### src/rtl/cpu_pkg.sv
// ---------------------------------------------------------------------------
// cpu_pkg: definitions shared by the 16-bit pipelined CPU.
//   PC_W        address / instruction width
//   HLT_OPCODE  opcode (Instr[15:12]) of the HLT instruction
//   NOP_INSTR   encoding of a pipeline bubble
//   fetch_state_e  fetch-stage FSM states
// ---------------------------------------------------------------------------
package cpu_pkg;

  localparam int unsigned PC_W = 16;

  localparam logic [3:0] HLT_OPCODE = 4'hF;

  localparam logic [PC_W-1:0] NOP_INSTR = 16'h0000;

  typedef enum logic [1:0] {
    FETCH     = 2'd0,
    HALT_PEND = 2'd1,
    HALTED    = 2'd2
  } fetch_state_e;

endpackage : cpu_pkg

### src/rtl/dff_en16.sv
// ---------------------------------------------------------------------------
// dff_en16: 16-bit register with synchronous active-high reset and load
// enable. Reset has priority over the enable.
//   clk  clock (rising edge)
//   rst  synchronous reset, loads RST_VAL
//   en   load enable
//   d    next value
//   q    registered value
// ---------------------------------------------------------------------------
module dff_en16 #(
  parameter logic [15:0] RST_VAL = 16'h0000
) (
  input  logic        clk,
  input  logic        rst,
  input  logic        en,
  input  logic [15:0] d,
  output logic [15:0] q
);

  always_ff @(posedge clk) begin
    if (rst) begin
      q <= RST_VAL;
    end else if (en) begin
      q <= d;
    end
  end

endmodule : dff_en16

### src/rtl/fetch_stage.sv
// ---------------------------------------------------------------------------
// fetch_stage: instruction-fetch stage. Holds the architectural PC, loads the
// IF/ID pipeline register, and handles stall, flush (redirect) and the HLT
// shutdown sequence.
//
// Ports:
//   clk, rst      clock, synchronous active-high reset
//   Instr         instruction read combinationally from imem at PC
//   PC_Target     redirect address; bit 0 is dropped
//   Flush         squash IF/ID and redirect PC to PC_Target
//   Stall         hold PC, IF/ID and FSM state
//   PC            current fetch address
//   IFID_Instr    registered instruction
//   IFID_PCPlus2  registered PC+2 of that instruction
//   IFID_Valid    IF/ID holds a live instruction
//   Halted        fetch permanently stopped (until rst)
//   fetch_state   FSM state, for observation
//
// Optional build macro FETCH_PERF_EN adds FetchCount / StallCount, two
// saturating 16-bit event counters.
//
// Handshake: there is no valid/ready pair here. Stall is a hold request that
// freezes all stage state on the edge it is sampled high; Flush overrides it.
// ---------------------------------------------------------------------------
module fetch_stage
  import cpu_pkg::*;
#(
  parameter logic [15:0] RESET_PC = 16'h0000,
  parameter logic [3:0]  OPC_HLT  = HLT_OPCODE
) (
  input  logic         clk,
  input  logic         rst,
  input  logic [15:0]  Instr,
  input  logic [15:0]  PC_Target,
  input  logic         Flush,
  input  logic         Stall,
  output logic [15:0]  PC,
  output logic [15:0]  IFID_Instr,
  output logic [15:0]  IFID_PCPlus2,
  output logic         IFID_Valid,
  output logic         Halted,
`ifdef FETCH_PERF_EN
  output logic [15:0]  FetchCount,
  output logic [15:0]  StallCount,
`endif
  output fetch_state_e fetch_state
);

  fetch_state_e state, state_next;

  logic [15:0] pc_plus2;
  logic        is_hlt;
  logic        active;

  logic        pc_en,   ir_en,   pp2_en;
  logic [15:0] pc_d,    ir_d;
  logic        valid_d;

  // Wraps silently at 16'hFFFE -> 16'h0000.
  assign pc_plus2 = PC + 16'd2;
  assign is_hlt   = (Instr[15:12] == OPC_HLT);
  // Once HALTED, Flush and Stall no longer have any effect.
  assign active   = (state != HALTED);

  // ---- FSM: state register ----
  always_ff @(posedge clk) begin
    if (rst) begin
      state <= FETCH;
    end else begin
      state <= state_next;
    end
  end

  // ---- FSM: next-state logic ----
  always_comb begin
    state_next = state;
    case (state)
      FETCH: begin
        if (!Flush && !Stall && is_hlt) begin
          state_next = HALT_PEND;
        end
      end
      HALT_PEND: begin
        // The HLT is in ID and can still be squashed by an older branch.
        if (Flush) begin
          state_next = FETCH;
        end else if (!Stall) begin
          state_next = HALTED;
        end
      end
      HALTED: begin
        state_next = HALTED;
      end
      default: begin
        state_next = FETCH;
      end
    endcase
  end

  // ---- FSM: output / datapath control ----
  always_comb begin
    pc_en   = 1'b0;
    pc_d    = pc_plus2;
    ir_en   = 1'b0;
    ir_d    = Instr;
    pp2_en  = 1'b0;
    valid_d = IFID_Valid;

    if (active && Flush) begin
      pc_en   = 1'b1;
      pc_d    = {PC_Target[15:1], 1'b0};
      ir_en   = 1'b1;
      ir_d    = NOP_INSTR;
      valid_d = 1'b0;
    end else if (active && Stall) begin
      // Everything holds.
    end else begin
      case (state)
        FETCH: begin
          ir_en   = 1'b1;
          pp2_en  = 1'b1;
          valid_d = 1'b1;
          // A fetched HLT freezes the PC on itself.
          pc_en   = !is_hlt;
        end
        HALT_PEND: begin
          valid_d = 1'b0;
        end
        default: begin
          valid_d = 1'b0;
        end
      endcase
    end
  end

  // ---- Datapath registers ----
  dff_en16 #(.RST_VAL(RESET_PC)) u_pc (
    .clk (clk),
    .rst (rst),
    .en  (pc_en),
    .d   (pc_d),
    .q   (PC)
  );

  dff_en16 #(.RST_VAL(NOP_INSTR)) u_ifid_instr (
    .clk (clk),
    .rst (rst),
    .en  (ir_en),
    .d   (ir_d),
    .q   (IFID_Instr)
  );

  dff_en16 #(.RST_VAL(16'h0000)) u_ifid_pcplus2 (
    .clk (clk),
    .rst (rst),
    .en  (pp2_en),
    .d   (pc_plus2),
    .q   (IFID_PCPlus2)
  );

  always_ff @(posedge clk) begin
    if (rst) begin
      IFID_Valid <= 1'b0;
    end else begin
      IFID_Valid <= valid_d;
    end
  end

  assign Halted      = (state == HALTED);
  assign fetch_state = state;

`ifdef FETCH_PERF_EN
  logic fetch_evt, stall_evt;

  // A fetch event is exactly an edge where IFID_Valid is loaded with 1.
  assign fetch_evt = (state == FETCH) && !Flush && !Stall;
  assign stall_evt = Stall && !Flush && active;

  always_ff @(posedge clk) begin
    if (rst) begin
      FetchCount <= 16'h0000;
      StallCount <= 16'h0000;
    end else begin
      if (fetch_evt && (FetchCount != 16'hFFFF)) begin
        FetchCount <= FetchCount + 16'd1;
      end
      if (stall_evt && (StallCount != 16'hFFFF)) begin
        StallCount <= StallCount + 16'd1;
      end
    end
  end
`endif

endmodule : fetch_stage

### config.mk
export PLATFORM = sky130hd
export DESIGN_NAME = fetch_stage
export DESIGN_NICKNAME = d
export VERILOG_FILES = /design/src/rtl/cpu_pkg.sv /design/src/rtl/dff_en16.sv /design/src/rtl/fetch_stage.sv
export SDC_FILE = /design/constraint.sdc
export NUM_CORES = 1
export LEC_CHECK = 0
export ABC_CLOCK_PERIOD_IN_PS = 2800
export CAP_MARGIN = 10
export CORE_ASPECT_RATIO = 0.6
export CORE_MARGIN = 4
export CORE_UTILIZATION = 46
export DETAILED_ROUTE_END_ITERATION = 16
export PLACE_DENSITY = 0.84
export RECOVER_POWER = 50
export REMOVE_ABC_BUFFERS = 1
export SETUP_SLACK_MARGIN = 0.3
export SKIP_CTS_REPAIR_TIMING = 1
export SYNTH_ARGS = -nofsm -noshare
export SYNTH_HDL_FRONTEND = slang
export SYNTH_SLANG_ARGS = --single-unit
### constraint.sdc
create_clock -name clk -period 2.8 [get_ports clk]
set_input_delay 0.42 -clock clk [delete_from_list [all_inputs] [get_ports clk]]
set_output_delay 0.42 -clock clk [all_outputs]
set_load 0.02 [all_outputs]
==> results.toml, run 1 <==
[floorplanning]
num_rows = 19
start_util_pct = 47.9
fp.dieH_um = 61.6
die_area_um2 = 5990
core_region_area_um2 = 4590
io_pins = 88
die_w_um = 97.2

[setup_path]
criticalPathCategory = "in -> reg"
path_cells = "dlygate4sd3_1, or4_1, or3_1, or3_1, o211ai_2"
crit_path_end_kind = "register"
crit_fanout = 8
crit_slowest_cell = "dlygate4sd3_1"
cpMostUsedCell = "or3_1"
crit_required_ns = 3.03
cp-start-kind = "input port"
cpPeakStageDelay_ns = 0.55
cp.arrival_ns = 2.48

[sta]
drv_slew = 0
tightest_slew_ns = 1.12
fin_crit_sh_pct = 80.2
timing.slew.headroom_pct = 25.0
fin_crit_ns = 2.24
setup_viol = 0
max_freq_mhz = 445
grt_setup_unrepaired = "false"
fin_worst_skew_ns = 0.00367
worst_slack_ns = 0.555
hold_violations = 0

[place]
placed_cells = 382
port_buffers = 84
place_ws_ns = 0.379
placed_area_um2 = 3090
hpwl_um = 4380
gp_congestion = 0.865

[detailed_routing]
wl_per_cell_um = 15.0
vias_per_cell = 5.47
vias = 2133
ant_nets = 0
drc_errors = 0
drtPass1Iterations = 4
wl_um = 5850
first_iter_violations = 167

[cells_and_area]
fin_util_pct = 68.5
stdcell_count = 390
drive_above_1_share_pct = 5.20
num_antenna_cells = 0
area_growth_pct = 43.0
finalNetCount = 363
fin_area_um2 = 3140

[synth]
synth.most_common_cell = "dfxtp_1"
ys_types = 42
synth_flop_cell = "dfxtp_1"
synth_area_leaders = "dfxtp_1 (45%), nor2_1 (6.7%), a22oi_1 (6.5%)"
ys_warn_count = 0
synth_edf_count = 0
yosysTopAreaCell = "dfxtp_1"
netlist_top_cells_count = "dfxtp_1 (49), nor2_1 (39), a22oi_1 (19)"
synthesis.area_um2 = 2200
postSynthCellCount = 247
yosysSeqAreaShare_pct = 44.6
ys_ff_latch = 49
async_flop_share_pct = 0
syn_avg_cell_area_um2 = 8.90
synth_top_area_share_pct = 44.6

[job]
maxCapViolCount = 0

[global_routing]
grt_max_degree = 40
grt_pass1_wl_um = 9290
grt.overflow.total = 0
grt_pass1_vias = 1931
grt_usage_pct = 19.4
antenna_found_initial = 0

[clocking]
numCtsBuffers = 5
clockBufferDepth = 2
clk_pin_slew_ns = 0.08
cts_root_buf = "clkbuf_8"
cts_htree_levels = 2
cts_num_sinks = 49
tritoncts = "done"
clock_latency_ns = 0.30

[hold_path]
hold_path.class = "in -> reg"

[power_and_ir_drop]
ir_drop_v = 0.000237
p_per_area_nw_per_um2 = 469
total_power_mw = 1.47
p_leak_nw = 1.23

[run_status]
status = "completed"
-- final cells by class --
class / count / area [µm²]
Clock buffer: 7 / 76.3
Tap cell: 63 / 78.8
Sequential cell: 49 / 981
Clock inverter: 1 / 7.51
Fill cell: 393 / 1440
Timing Repair Buffer: 91 / 881
Multi-Input combinational cell: 172 / 1090
Inverter: 7 / 26.3
-- path summary, 6_finish.rpt --
path / from / end / slack (ns) / cells after the start
max: Flush / u_pc.q[14] / 0.56 / 5
max reg2reg: fetch_state[0] / u_pc.q[14] / 0.79 / 4
min reg2reg: u_ifid_pcplus2.q[15] / u_ifid_pcplus2.q[15] / 0.50 / 2
min: rst / fetch_state[1] / 0.43 / 2
-- power by group --
| group | total (mW) | switching (mW) | internal, mW |
|---|---|---|---|
| Clock | 0.410 | 0.233 | 0.177 |
| Combinational | 0.297 | 0.152 | 0.145 |
| Sequential | 0.768 | 0.0331 | 0.735 |
-- per-layer routing --
metal	up-vias	track usage, %	wire length [µm]
li1	1053	-	-
met1	978	26.6	2840
met2	95	30.1	2380
met3	7	6.90	589
met4	0	4.14	42
met5	-	0	0
-- stage by stage --
stage	TNS (ns)	hold slack (ns)
3_5_place_dp	0	0.484
2_1_floorplan	-2.71	0.489
4_1_cts	0	0.421
3_3_place_gp	0	0.477
5_1_grt	0	0.440
6_report	0	0.433
-- flip-flops by register name, summed over array words and instances (netlist names) --
register / cells
IFID_Valid: 1
fetch_state: 2
u_ifid_instr.q: 16
u_ifid_pcplus2.q: 15
u_pc.q: 15
-- layout by cell type, fill, tap and decap left out, types with 7 or more instances in the layout --
cell type        Yosys  layout
xnor2_1              8       8
nand2_1             12      12
dfxtp_1             49      49
dlygate4sd3_1        0      39
clkdlybuf4s50_1      0      44
a211oi_1            18      18
xor2_1               9       9
nor2_1              39      39
a22oi_1             19      19
inv_1                7       7
-- kinds of logic (layout without fill, tap and decap cells) --
group | Yosys count | in the layout | share of synthesized area [%]
XOR/XNOR | 17 | 17 | 6.77
buffers and inverters | 27 | 106 | 5.35
other | 1 | 2 | 0.171
multiplexers | 2 | 2 | 0.911
AND/OR/NAND/NOR | 90 | 90 | 20.8
AO/OA/AOI/OAI | 60 | 60 | 20.8
adder cells (fa/ha/maj) | 1 | 1 | 0.569
flip-flops | 49 | 49 | 44.6
-- worst max-delay path, delay by kind of cell --
kind / cells / cell delay (ns)
AO/OA/AOI/OAI: 1 / 0.07
buffers and inverters: 1 / 0.55
AND/OR/NAND/NOR: 3 / 1.44
No activity file was read; power rests on OpenSTA's default activity.
==> run 2, diff against run 1 <==
- ABC_CLOCK_PERIOD_IN_PS: 2800 -> 2340
- CORE_UTILIZATION: 46 -> 43
- PLACE_DENSITY: 0.84 -> 0.8
- clock period: 2.8 -> 2.34 ns (I/O delays scaled with it)
==> run 2 against run 1 <==
  * First-iteration DRC count fell by 34%
  * Critical endpoint is now u_ifid_pcplus2.q[1]
  * Clock skew is 0.0029 ns higher
  * Hold slack got worse by 0.090 ns
  * Power increased by 30%
  * Utilization down 0.64 points
  * Global-route usage increased by 1.3 points
==> results.toml, run 2 (synthesized netlist as in run 1, its figures left out) <==
[sta]
tightest_slew_ns = 0.713
worst_slack_ns = 0.297
fin_crit_ns = 2.04
fin_worst_skew_ns = 0.00654
setup_viol = 0
max_freq_mhz = 489
setup_tns_ns = 0
grt_setup_unrepaired = "false"
fin_crit_sh_pct = 87.3
hold_slack_ns = 0.343
drv_slew = 0
timing.slew.headroom_pct = 52.5
hold_violations = 0

[cells_and_area]
drive_above_1_share_pct = 8.41
largestRegisters = "u_ifid_instr.q x16, u_ifid_pcplus2.q x15, u_pc.q x15"
n_fill_cell = 418
mostFrequentLayoutCell = "dfxtp_1"
area_growth_pct = 46.8
final_cell_mix = "dfxtp_1 (48), clkdlybuf4s50_1 (47), nor2_1 (39)"
num_antenna_cells = 0
fin_area_um2 = 3230
largest_reg_flops = 16
fin_util_pct = 67.9
regMostFlops = "u_ifid_instr.q"
finalNetCount = 369

[clocking]
cts_htree_levels = 2
cts_root_buf = "clkbuf_8"
clk_pin_slew_ns = 0.09
cts_num_sinks = 49
tritoncts = "done"
numCtsBuffers = 5
clock_latency_ns = 0.31
clockBufferDepth = 2

[setup_path]
criticalPathCategory = "in -> reg"
crit_fanout = 24
crit_path_end_kind = "register"
cp.depth = 6
crit_family = "buffers and inverters"
cp.arrival_ns = 2.27
r2r_cells = 4
path_cells = "clkdlybuf4s50_1, clkbuf_1, nor4_1, clkbuf_2, nor2_1, a211oi_1"
worstPathBufferInverterCount = 3
crit_required_ns = 2.56
cpPeakStageDelay_ns = 0.50
crit_slowest_cell = "clkbuf_2"
cp-start-kind = "input port"

[detailed_routing]
wl_per_cell_um = 16.1
wl_um = 6370
drc_errors = 0
drtPass1Iterations = 4
vias_per_cell = 5.46
ant_nets = 0
vias = 2162
first_iter_violations = 111

[place]
gp_congestion = 0.854
port_buffers = 84
place_ws_ns = -0.0807
placed_area_um2 = 3130
hpwl_um = 4780

[global_routing]
grt.overflow.total = 0
grt_max_degree = 32
grt_usage_pct = 20.7
antenna_found_initial = 0
grt_pass1_vias = 2029
grt_pass1_wl_um = 10500

[floorplanning]
die_area_um2 = 6360
fp.dieH_um = 63.4
die_w_um = 100
start_util_pct = 46.2
io_pins = 88
core_region_area_um2 = 4750
num_rows = 19

[hold_path]
hold_depth = 2
hold_path.class = "in -> reg"

[run_status]
status = "completed"

[power_and_ir_drop]
p_per_area_nw_per_um2 = 594
p_leak_nw = 1.28
ir_drop_v = 0.000344

[job]
maxCapViolCount = 0
[run 2: cell count changes in the layout (fill, tap and decap cells not counted), sizes merged]
cell / change
buf: +4
bufinv: +1
clkdlybuf4s50: +3
clkinv: +1
dlygate4sd3: -4
dlymetal6s2s: +1
[run 2: layout make-up]
type                       count  area [µm²]  area share, %
sequential                    49         982           30.4
inverter                       7        26.3          0.814
clock buffer                   5        68.8           2.13
multi-input combinational    172        1110           34.3
tap                           63        78.8           2.44
clock inverter                 3        46.3           1.43
timing repair buffer          97         920           28.5
[run 2: worst paths after layout]
| kind | from | end | slack (ns) |
|---|---|---|---|
| setup / recovery | Flush | u_ifid_pcplus2.q[1] | 0.30 |
| setup reg to reg | fetch_state[0] | u_pc.q[14] | 0.47 |
| hold reg to reg | u_ifid_pcplus2.q[7] | u_ifid_pcplus2.q[7] | 0.50 |
| hold / removal | rst | u_pc.q[3] | 0.34 |
[run 2: metrics by stage]
| step | power (mW) | instances |
|---|---|---|
| 2_1_floorplan | 1.11 | 228 |
| 3_3_place_gp | 1.31 | 388 |
| 3_5_place_dp | 1.32 | 388 |
| 4_1_cts | 1.95 | 396 |
| 5_1_grt | 2.00 | 396 |
| 6_report | 1.92 | 396 |
[run 2: report_power, final]
part / total [mW] / switching (mW) / internal (mW)
sequential: 0.920 / 0.0402 / 0.879
combinational: 0.370 / 0.189 / 0.181
clock: 0.629 / 0.309 / 0.320
[run 2: layer usage]
layer / wire length [µm] / up-vias / track usage (%) / share of wire (%)
met5: 0 / - / 0 / 0
met4: 56 / 0 / 5.04 / 0.88
met3: 561 / 7 / 5.95 / 8.8
met2: 2710 / 74 / 29.6 / 42
met1: 3050 / 1010 / 30.2 / 48
li1: - / 1071 / - / -
==> patch, RTL diff (settings of run 2) <==
Add a define of `FETCH_PERF_EN`.
--- a/src/rtl/fetch_stage.sv
+++ b/src/rtl/fetch_stage.sv
@@ -22,6 +22,8 @@
 // Handshake: there is no valid/ready pair here. Stall is a hold request that
 // freezes all stage state on the edge it is sampled high; Flush overrides it.
 // ---------------------------------------------------------------------------
+`define FETCH_PERF_EN
+
 module fetch_stage
   import cpu_pkg::*;
 #(
Formal check against the unedited RTL (old outputs only; new: FetchCount and StallCount): equivalent (Yosys induction, for registers that start in step).
==> patch against run 2 <==
First-iteration DRC count increased by 150%. Worst setup slack improved by 0.049 ns. Final area is 70% higher. Total power is 67% higher. Sequential cell count increased by 32. Routed wire length grew 77%. Sequential share of layout area fell by 0.83 points. Non-clock buffer count rose by 39. Via count grew 82%. Area after synthesis increased by 77%. Critical endpoint is now FetchCount[11]. Largest cell class unchanged. Highest routed layer unchanged.
==> patch: results (changes against run 2) <==
** Min path
- Path type of the worst min-delay path :: register to register
- Count of cells along the worst hold path :: 1 (-1)

** Run status
- Status :: finished clean

** Setup path
- Reg-to-reg critical path endpoint :: StallCount[0]
- The data arrival time at the worst-slack endpoint is 2.18 ns (-0.09 ns).
- Crit-path slowest cell :: clkdlybuf4s50_1
- The peak fanout along the critical path came to 9 (-63%).
- R2r setup slk :: 0.36 ns (-0.11 ns)
- Following the worst setup path forward leads to its endpoint at FetchCount[11].
- Start point of the critical path :: Stall
- The startpoint identified for the worst register-to-register timing path is StallCount[12].

** Clock network
- Clock root buffer master :: clkbuf_16
- The clock-pin slew of the registers on the worst-case setup and hold paths came to 0.06 ns (-0.03 ns).
- Worst-Skew Late Latency :: 0.34 ns (+0.03 ns)

** Yosys
- Mux share of post-synthesis cell area :: 0.03384 (+0.02473)
- The share of the yosys chip area belonging to registers was 0.4177 (-0.02855).
- Ranking of synthesized cells by instance count :: dfxtp_1 (81), nor2_1 (49), a21oi_1 (27), nand2_1 (21), nand3_1 (20)
- Adder-cell share of the synthesized area :: 0.009668 (+0.003977)
- In the post-synthesis netlist, the biggest area contributors are dfxtp_1 (42%), nor2_1 (4.7%), a21oi_1 (3.5%).
- The number of unique standard cell types used by synthesis was 45 (+7.1%).
- The average cell area after synthesis is 8.666 sq um (-2.6%).
- Compound-Gate Fraction of Synth Area :: 0.1882 (-0.01954)

** Timing
- The maximum clock frequency came to 0.5013 GHz (+2.5%).
- The slew at the pin closest to its max-slew limit came to 0.7996 ns (+0.08698 ns).
- The final hold slack is 0.4924 ns (+0.1491 ns).

** Global routing
- Met1 Usage GRT :: 0.2972 (-0.005197)
- Global-route wire length before repair :: 18600 microns (+77%)
- Met2 track demand over resource :: 0.3337 (+0.03747)
- The global routing usage summed across all routing layers was 0.2180 (+0.01120).
- Largest net degree at the start of global routing :: 75 (+130%)
- The via count of the first global-routing pass came to 3689 (+82%).

** Placed design
- The routability congestion estimate was 0.8644 (+1.2%).
- The sum of net half-perimeters after detailed placement was 7920 microns (+66%).
- The placed instance area was 5169 sq um (+65%).
- Pre-CTS worst setup slack :: -0.04852 ns (+0.03223 ns)
- Total of buffers placed on input and output ports :: 116 (+38%)
- The instance count after placement with tap cells included came to 662 (+71%).

** Detailed routing
- The routed wire length came to 11260 microns (+77%).
- Post-DR wirelength/cell :: 16.51 microns (+2.6%)
- Number of iterations in the first detailed-routing pass :: 4 (unchanged)
- The starting DRC count in detailed routing came to 277 (+150%).
- The detailed-route vias per instance is 5.768 (+5.7%).

** Final layout
- Number of nets at the end of the flow :: 604 (+64%)
- Layout cells sized above 1 :: 0.09474 (+0.01065)
- Fill count :: 745 (+78%)
- End-of-flow core utilization :: 0.6340 (-0.04491)

** Power and ir drop
- Pleak :: 2.022 nW (+58%)
## patch: layer usage
layer  part of all wire  wire length (microns)  vias to the layer above
met5                  0                      0                        -
met4              0.013                    148                        0
met3              0.076                    861                       19
met2               0.44                   5007                      141
met1               0.47                   5242                     1853
li1                   -                      -                     1921
## patch: cell type report
| cell class | instances | share of cell area |
|---|---|---|
| multi-input cells | 328 | 0.3863 |
| repair buffers | 136 | 0.2360 |
| inverters | 9 | 0.006157 |
| clock inverters | 5 | 0.005701 |
| clock buffers | 11 | 0.04424 |
| flip-flops and latches | 81 | 0.2960 |
| well taps | 112 | 0.02554 |
## patch: report_power, final
part	internal, mW	total (mW)	leakage, nW	switching, mW
Clock	0.744	1.31	0.135	0.566
Sequential	1.43	1.48	0.662	0.0522
Combinational	0.192	0.408	1.22	0.216
Total	2.37	3.20	2.02	0.835
